--- src/rtl/h14tx_island_sched.sv ---
// h14tx_island_sched: data-island scheduler between the raster timing
// generator and the channel encoders. It inserts one HDMI data island per
// line into the horizontal Control run. The island starts at IslandStart and
// is laid out as 8 preamble characters, 2 leading guard characters,
// N x 32 packet characters and 2 trailing guard characters.
//
// Ports:
//   clk, rst_n       character clock, asynchronous active-low reset
//   x_i              horizontal position of the incoming character
//   hsync_i/vsync_i  syncs from the timing generator
//   period_i         incoming period (Control / Video*)
//   en               island enable, sampled only at the island start
//   pkt_valid        packet source has a packet ready
//   pkt_ready        pulse on the last character of each packet sent
//   pkt_idx          character index 0..31 within the current packet
//   pkt_first        high on character 0 of each packet
//   period_o         period_i, or Data* during an island
//   hsync_o/vsync_o  syncs delayed by 1 cycle
//   abort            pulse when an island is cut short by a non-Control period
// Every output is registered and describes the input character of the
// previous cycle.

package h14tx_island_sched_pkg;
  typedef enum logic [2:0] {
    CONTROL        = 3'd0,
    VIDEO_ACTIVE   = 3'd1,
    VIDEO_PREAMBLE = 3'd2,
    VIDEO_GUARD    = 3'd3,
    DATA_PREAMBLE  = 3'd4,
    DATA_GUARD     = 3'd5,
    DATA_ACTIVE    = 3'd6
  } period_t;
endpackage

module h14tx_island_sched
  import h14tx_island_sched_pkg::*;
#(
  parameter int BitWidth       = 11,
  parameter int FrameWidth     = 1650,
  parameter int IslandStart    = 1292,
  parameter int IslandDeadline = 1628,
  parameter int MaxPackets     = 18
) (
  input  logic                clk,
  input  logic                rst_n,
  input  logic [BitWidth-1:0] x_i,
  input  logic                hsync_i,
  input  logic                vsync_i,
  input  period_t             period_i,
  input  logic                en,
  input  logic                pkt_valid,
  output logic                pkt_ready,
  output logic [4:0]          pkt_idx,
  output logic                pkt_first,
  output period_t             period_o,
  output logic                hsync_o,
  output logic                vsync_o,
  output logic                abort
);

  if (!((IslandStart + 44 <= IslandDeadline) && (IslandDeadline < FrameWidth))) begin : g_cfg_check
    $fatal(1, "h14tx_island_sched: island window does not fit the line");
  end

  localparam int CntW = $clog2(MaxPackets + 1);
  localparam logic [BitWidth-1:0] StartX    = BitWidth'(IslandStart);
  localparam logic [BitWidth:0]   DeadlineX = (BitWidth + 1)'(IslandDeadline);
  // One more packet (32) plus the trailing guard (2), measured from the
  // current character, must finish strictly before the deadline.
  localparam logic [BitWidth:0]   TailLen   = (BitWidth + 1)'(35);
  localparam logic [CntW-1:0]     MaxCnt    = CntW'(MaxPackets);

  typedef enum logic [2:0] {S_IDLE, S_PRE, S_GL, S_DATA, S_GT} state_t;

  state_t          state_q, state_d;
  logic [4:0]      char_cnt_q, char_cnt_d;
  logic [CntW-1:0] pkt_cnt_q, pkt_cnt_d;
  period_t         period_d;
  logic [4:0]      idx_d;
  logic            ready_d, first_d, abort_d;
  logic            start_ok, tail_fits;

  assign start_ok  = (x_i == StartX) && (period_i == CONTROL) && en && pkt_valid;
  assign tail_fits = ({1'b0, x_i} + TailLen) <= DeadlineX;

  always_comb begin
    state_d    = state_q;
    char_cnt_d = char_cnt_q;
    pkt_cnt_d  = pkt_cnt_q;
    period_d   = period_i;
    idx_d      = pkt_idx;
    ready_d    = 1'b0;
    first_d    = 1'b0;
    abort_d    = 1'b0;

    if (state_q == S_IDLE) begin
      // The start character itself is the first preamble character.
      if (start_ok) begin
        state_d    = S_PRE;
        char_cnt_d = 5'd1;
        period_d   = DATA_PREAMBLE;
      end
    end else if (period_i != CONTROL) begin
      // Timing violation: drop the island, pass the input period through.
      state_d    = S_IDLE;
      char_cnt_d = '0;
      pkt_cnt_d  = '0;
      abort_d    = 1'b1;
    end else begin
      case (state_q)
        S_PRE: begin
          period_d = DATA_PREAMBLE;
          if (char_cnt_q == 5'd7) begin
            state_d    = S_GL;
            char_cnt_d = '0;
          end else begin
            char_cnt_d = char_cnt_q + 5'd1;
          end
        end
        S_GL: begin
          period_d = DATA_GUARD;
          if (char_cnt_q == 5'd1) begin
            state_d    = S_DATA;
            char_cnt_d = '0;
            pkt_cnt_d  = CntW'(1);
          end else begin
            char_cnt_d = char_cnt_q + 5'd1;
          end
        end
        S_DATA: begin
          period_d   = DATA_ACTIVE;
          idx_d      = char_cnt_q;
          first_d    = (char_cnt_q == 5'd0);
          char_cnt_d = char_cnt_q + 5'd1;
          if (char_cnt_q == 5'd31) begin
            ready_d    = 1'b1;
            char_cnt_d = '0;
            if (pkt_valid && (pkt_cnt_q < MaxCnt) && tail_fits) begin
              pkt_cnt_d = pkt_cnt_q + CntW'(1);
            end else begin
              state_d = S_GT;
            end
          end
        end
        S_GT: begin
          period_d = DATA_GUARD;
          if (char_cnt_q == 5'd1) begin
            state_d    = S_IDLE;
            char_cnt_d = '0;
            pkt_cnt_d  = '0;
          end else begin
            char_cnt_d = char_cnt_q + 5'd1;
          end
        end
        default: begin
          state_d    = S_IDLE;
          char_cnt_d = '0;
          pkt_cnt_d  = '0;
        end
      endcase
    end
  end

  always_ff @(posedge clk or negedge rst_n) begin
    if (!rst_n) begin
      state_q    <= S_IDLE;
      char_cnt_q <= '0;
      pkt_cnt_q  <= '0;
      period_o   <= CONTROL;
      hsync_o    <= 1'b0;
      vsync_o    <= 1'b0;
      pkt_ready  <= 1'b0;
      pkt_first  <= 1'b0;
      pkt_idx    <= '0;
      abort      <= 1'b0;
    end else begin
      state_q    <= state_d;
      char_cnt_q <= char_cnt_d;
      pkt_cnt_q  <= pkt_cnt_d;
      period_o   <= period_d;
      hsync_o    <= hsync_i;
      vsync_o    <= vsync_i;
      pkt_ready  <= ready_d;
      pkt_first  <= first_d;
      pkt_idx    <= idx_d;
      abort      <= abort_d;
    end
  end

endmodule

--- config.mk ---
export PLATFORM = sky130hd
export DESIGN_NAME = h14tx_island_sched
export DESIGN_NICKNAME = d
export VERILOG_FILES = /design/src/rtl/h14tx_island_sched.sv
export SDC_FILE = /design/constraint.sdc
export NUM_CORES = 1
export LEC_CHECK = 0
export BUFFER_PORTS_ARGS = -buffer_cell sky130_fd_sc_hd__buf_2
export CORE_MARGIN = 3
export CORE_UTILIZATION = 56
export CTS_CLUSTER_SIZE = 10
export DETAILED_ROUTE_END_ITERATION = 10
export GPL_ROUTABILITY_DRIVEN = 0
export PLACE_DENSITY = 0.93
export SETUP_SLACK_MARGIN = 0.4
export SYNTH_ARGS = -nofsm -noshare
export SYNTH_HDL_FRONTEND = slang
export SYNTH_SLANG_ARGS = --single-unit
--- constraint.sdc ---
create_clock -name clk -period 4.4 [get_ports clk]
set_input_delay 0.22 -clock clk [delete_from_list [all_inputs] [get_ports clk]]
set_output_delay 0.22 -clock clk [all_outputs]
set_load 0.005 [all_outputs]
==> reports/metrics.cfg <==
[power]
clkPwrFrac_pct=37.0
switching_share_pct=20.4
seq_power_share_pct=55.8
leakagePower_nw=0.792
max-vdd-ir-drop_mv=0.231
intPower_uw=350
combPwrFrac_pct=7.2
power_density_nw_per_um2=268
fin_total_pwr_uw=439
p_sw_uw=89.4

[routing]
routedLengthMet1_mm=1.30
met2_length_mm=1.55
route.met3.wl_um=146
vias=1164
ant_nets=0
totalWireLength_mm=3.03
drcViolationCount=0
routed.top_layer=met4
wl_per_cell_um=15.6
via_per_inst=6.00
first_pass_iters=4
first_iter_violations=40

[synth]
synth_area_leaders=dfrtp_1 (47%), mux2_2 (4.9%), ha_1 (4.5%)
synth_cells=132
async_reset_ff_share_pct=100
ys_warn_count=0
synth.cell_area_um2=1380
yosysSeqAreaShare_pct=47.0
synthFlopType=dfrtp_1
post-synth-top-count-cell=dfrtp_1
ys_ff_latch=26
syn_nets=157
avgSynthCellArea_um2=10.5
synthDistinctLibCells=49
synth-edff-count=0
synth_top_cell_area_share_pct=47.0
ys_top_cells_by_count=dfrtp_1 (26), nand2_1 (10), inv_1 (7)
synth_top_cell_by_area=dfrtp_1

[sta]
tns_ns=0
tightest_slew_ns=0.856
finalMaxSlewViolations=0
min_period_ns=2.33
rsz0062_at_grt=no
final_hold_viol_count=0
timing.slew.headroom_pct=42.6
clock.fmax_mhz=429
setup_violations=0
fin_crit_sh_pct=53.0
fin_skew_ns=0.00343

[setup_path]
cp_max_fo=7
end_kind=register
crit_arrival_ns=2.55
start_kind=register
cp_data_required_time_ns=4.62
worstSetupPathType=reg2reg

[clock_network]
path_clk_slew_ns=0.14
root_buffer=clkbuf_4
cts_tree=built
htree_levels=1
cts_buffers=3
clk_latency_ns=0.32
cts_sinks=26
cts_buffer_depth=2

[finish]
diodes=0
syn2layout_area_growth_pct=18.5
fillers=151
final_util_pct=72.1
layout-drive-gt1-share_pct=31.3
nets=192

[grt]
grt-ovfl-total=0
grt_pass1_vias=1236
grt_max_degree=27
grt.total_usage_pct=21.4
grt_pass1_wl_mm=5.42
antenna_found_initial=0

[status]
run_status=finished clean

[place]
dp_hpwl_mm=2.20
port_buffers=32

[floorplan]
fp.dieH_um=55.7
core_region_area_um2=2280
die_area_um2=3100
ios=33
row_count=17
die_width_um=55.7
initial_core_util_pct=60.8

[flow_run]
cap_viol_max_count=0

[worst_hold_path]
hp-class=in2reg

critical path, stage by stage, from the launching register on:
cell and delay (ns):
dfrtp_1 0.47, ha_1 0.27, and3_1 0.19, ha_1 0.18, nand2_1 0.15, and2b_1 0.27, o31ai_1 0.34, mux2_1 0.35
stage by stage:
stage | setup slack (ns) | hold slack (ns) | instances | area (µm²)
finish | 2.07 | 0.111 | 194 | 1640
CTS | 2.07 | 0.106 | 194 | 1640
detailed placement | 2.11 | 0.243 | 187 | 1560
floorplan | 2.32 | -0.0756 | 132 | 1380
global placement | 2.24 | 0.236 | 187 | 1560
global route | 1.92 | 0.119 | 194 | 1640
area by class of cell:
type                       count  area, µm²  share of cell area, %
clock buffer                   3       22.5                   1.37
clock inverter                 1       30.0                   1.83
inverter                       7       26.3                   1.60
multi-input combinational     94        686                   41.8
sequential                    26        651                   39.7
tap                           28       35.0                   2.14
timing repair buffer          35        190                   11.6
cell families (layout without fill, tap and decap cells):
| kind of cell | count (synthesis) | count (layout) | synth area share, % |
|---|---|---|---|
| fa+ha+maj | 5 | 5 | 4.52 |
| mux | 8 | 8 | 6.42 |
| compound gates | 32 | 32 | 16.5 |
| buf+inv | 12 | 46 | 3.44 |
| flops | 26 | 26 | 47.0 |
| simple gates | 47 | 47 | 20.8 |
| xor+xnor | 2 | 2 | 1.27 |
power by group through the flow:
stage / clock (mW) / combinational, mW / sequential, mW
global placement: 0 / 0.0278 / 0.249
finish: 0.163 / 0.0315 / 0.245
floorplan: 0 / 0.0103 / 0.250
global route: 0.178 / 0.0358 / 0.246
detailed placement: 0 / 0.0295 / 0.250
CTS: 0.164 / 0.0318 / 0.245
cells in the final DEF, fill, tap and decap left out, types with 5 or more instances in the layout:
cell,netlist,layout
nand3_1,5,5
dfrtp_1,26,26
a21oi_1,6,6
buf_2,2,32
o21ai_0,5,5
nor2_1,6,6
nand2_1,10,10
inv_1,7,7
mux2_2,6,6
ha_1,5,5
flip-flops by register name (all words and copies together), names as in the netlist:
| signal | cells |
|---|---|
| char_cnt_q | 5 |
| pkt_cnt_q | 5 |
| state_q | 3 |
| period_o | 3 |
| hsync_o | 1 |
| vsync_o | 1 |
| pkt_idx | 5 |
| pkt_ready | 1 |
| pkt_first | 1 |
| abort | 1 |
repair_timing:
action / 4_1_cts / 5_1_grt
gates resized for setup: 0 / 0
setup buffers: 0 / 0
hold buffers: 3 / 0
endpoints found under the hold margin: 28 / 0
layer usage:
metal,vias up,GRT usage [%]
li1,557,-
met1,570,27.2
met2,33,36.3
met3,4,3.25
met4,0,8.68
met5,-,0
worst paths after layout:
path,startpoint,endpoint,slack (ns),depth (start not counted)
hold reg to reg,pkt_idx[3],pkt_idx[3],0.52,1
setup reg to reg,char_cnt_q[0],pkt_cnt_q[0],2.07,7
hold / removal,period_i[0],period_o[0],0.11,3
max in group asynchronous,rst_n,pkt_cnt_q[0],3.62,2
min in group asynchronous,rst_n,pkt_idx[3],0.41,2
setup / recovery,char_cnt_q[0],pkt_cnt_q[0],2.07,7
(Power assumes the default switching activity.)
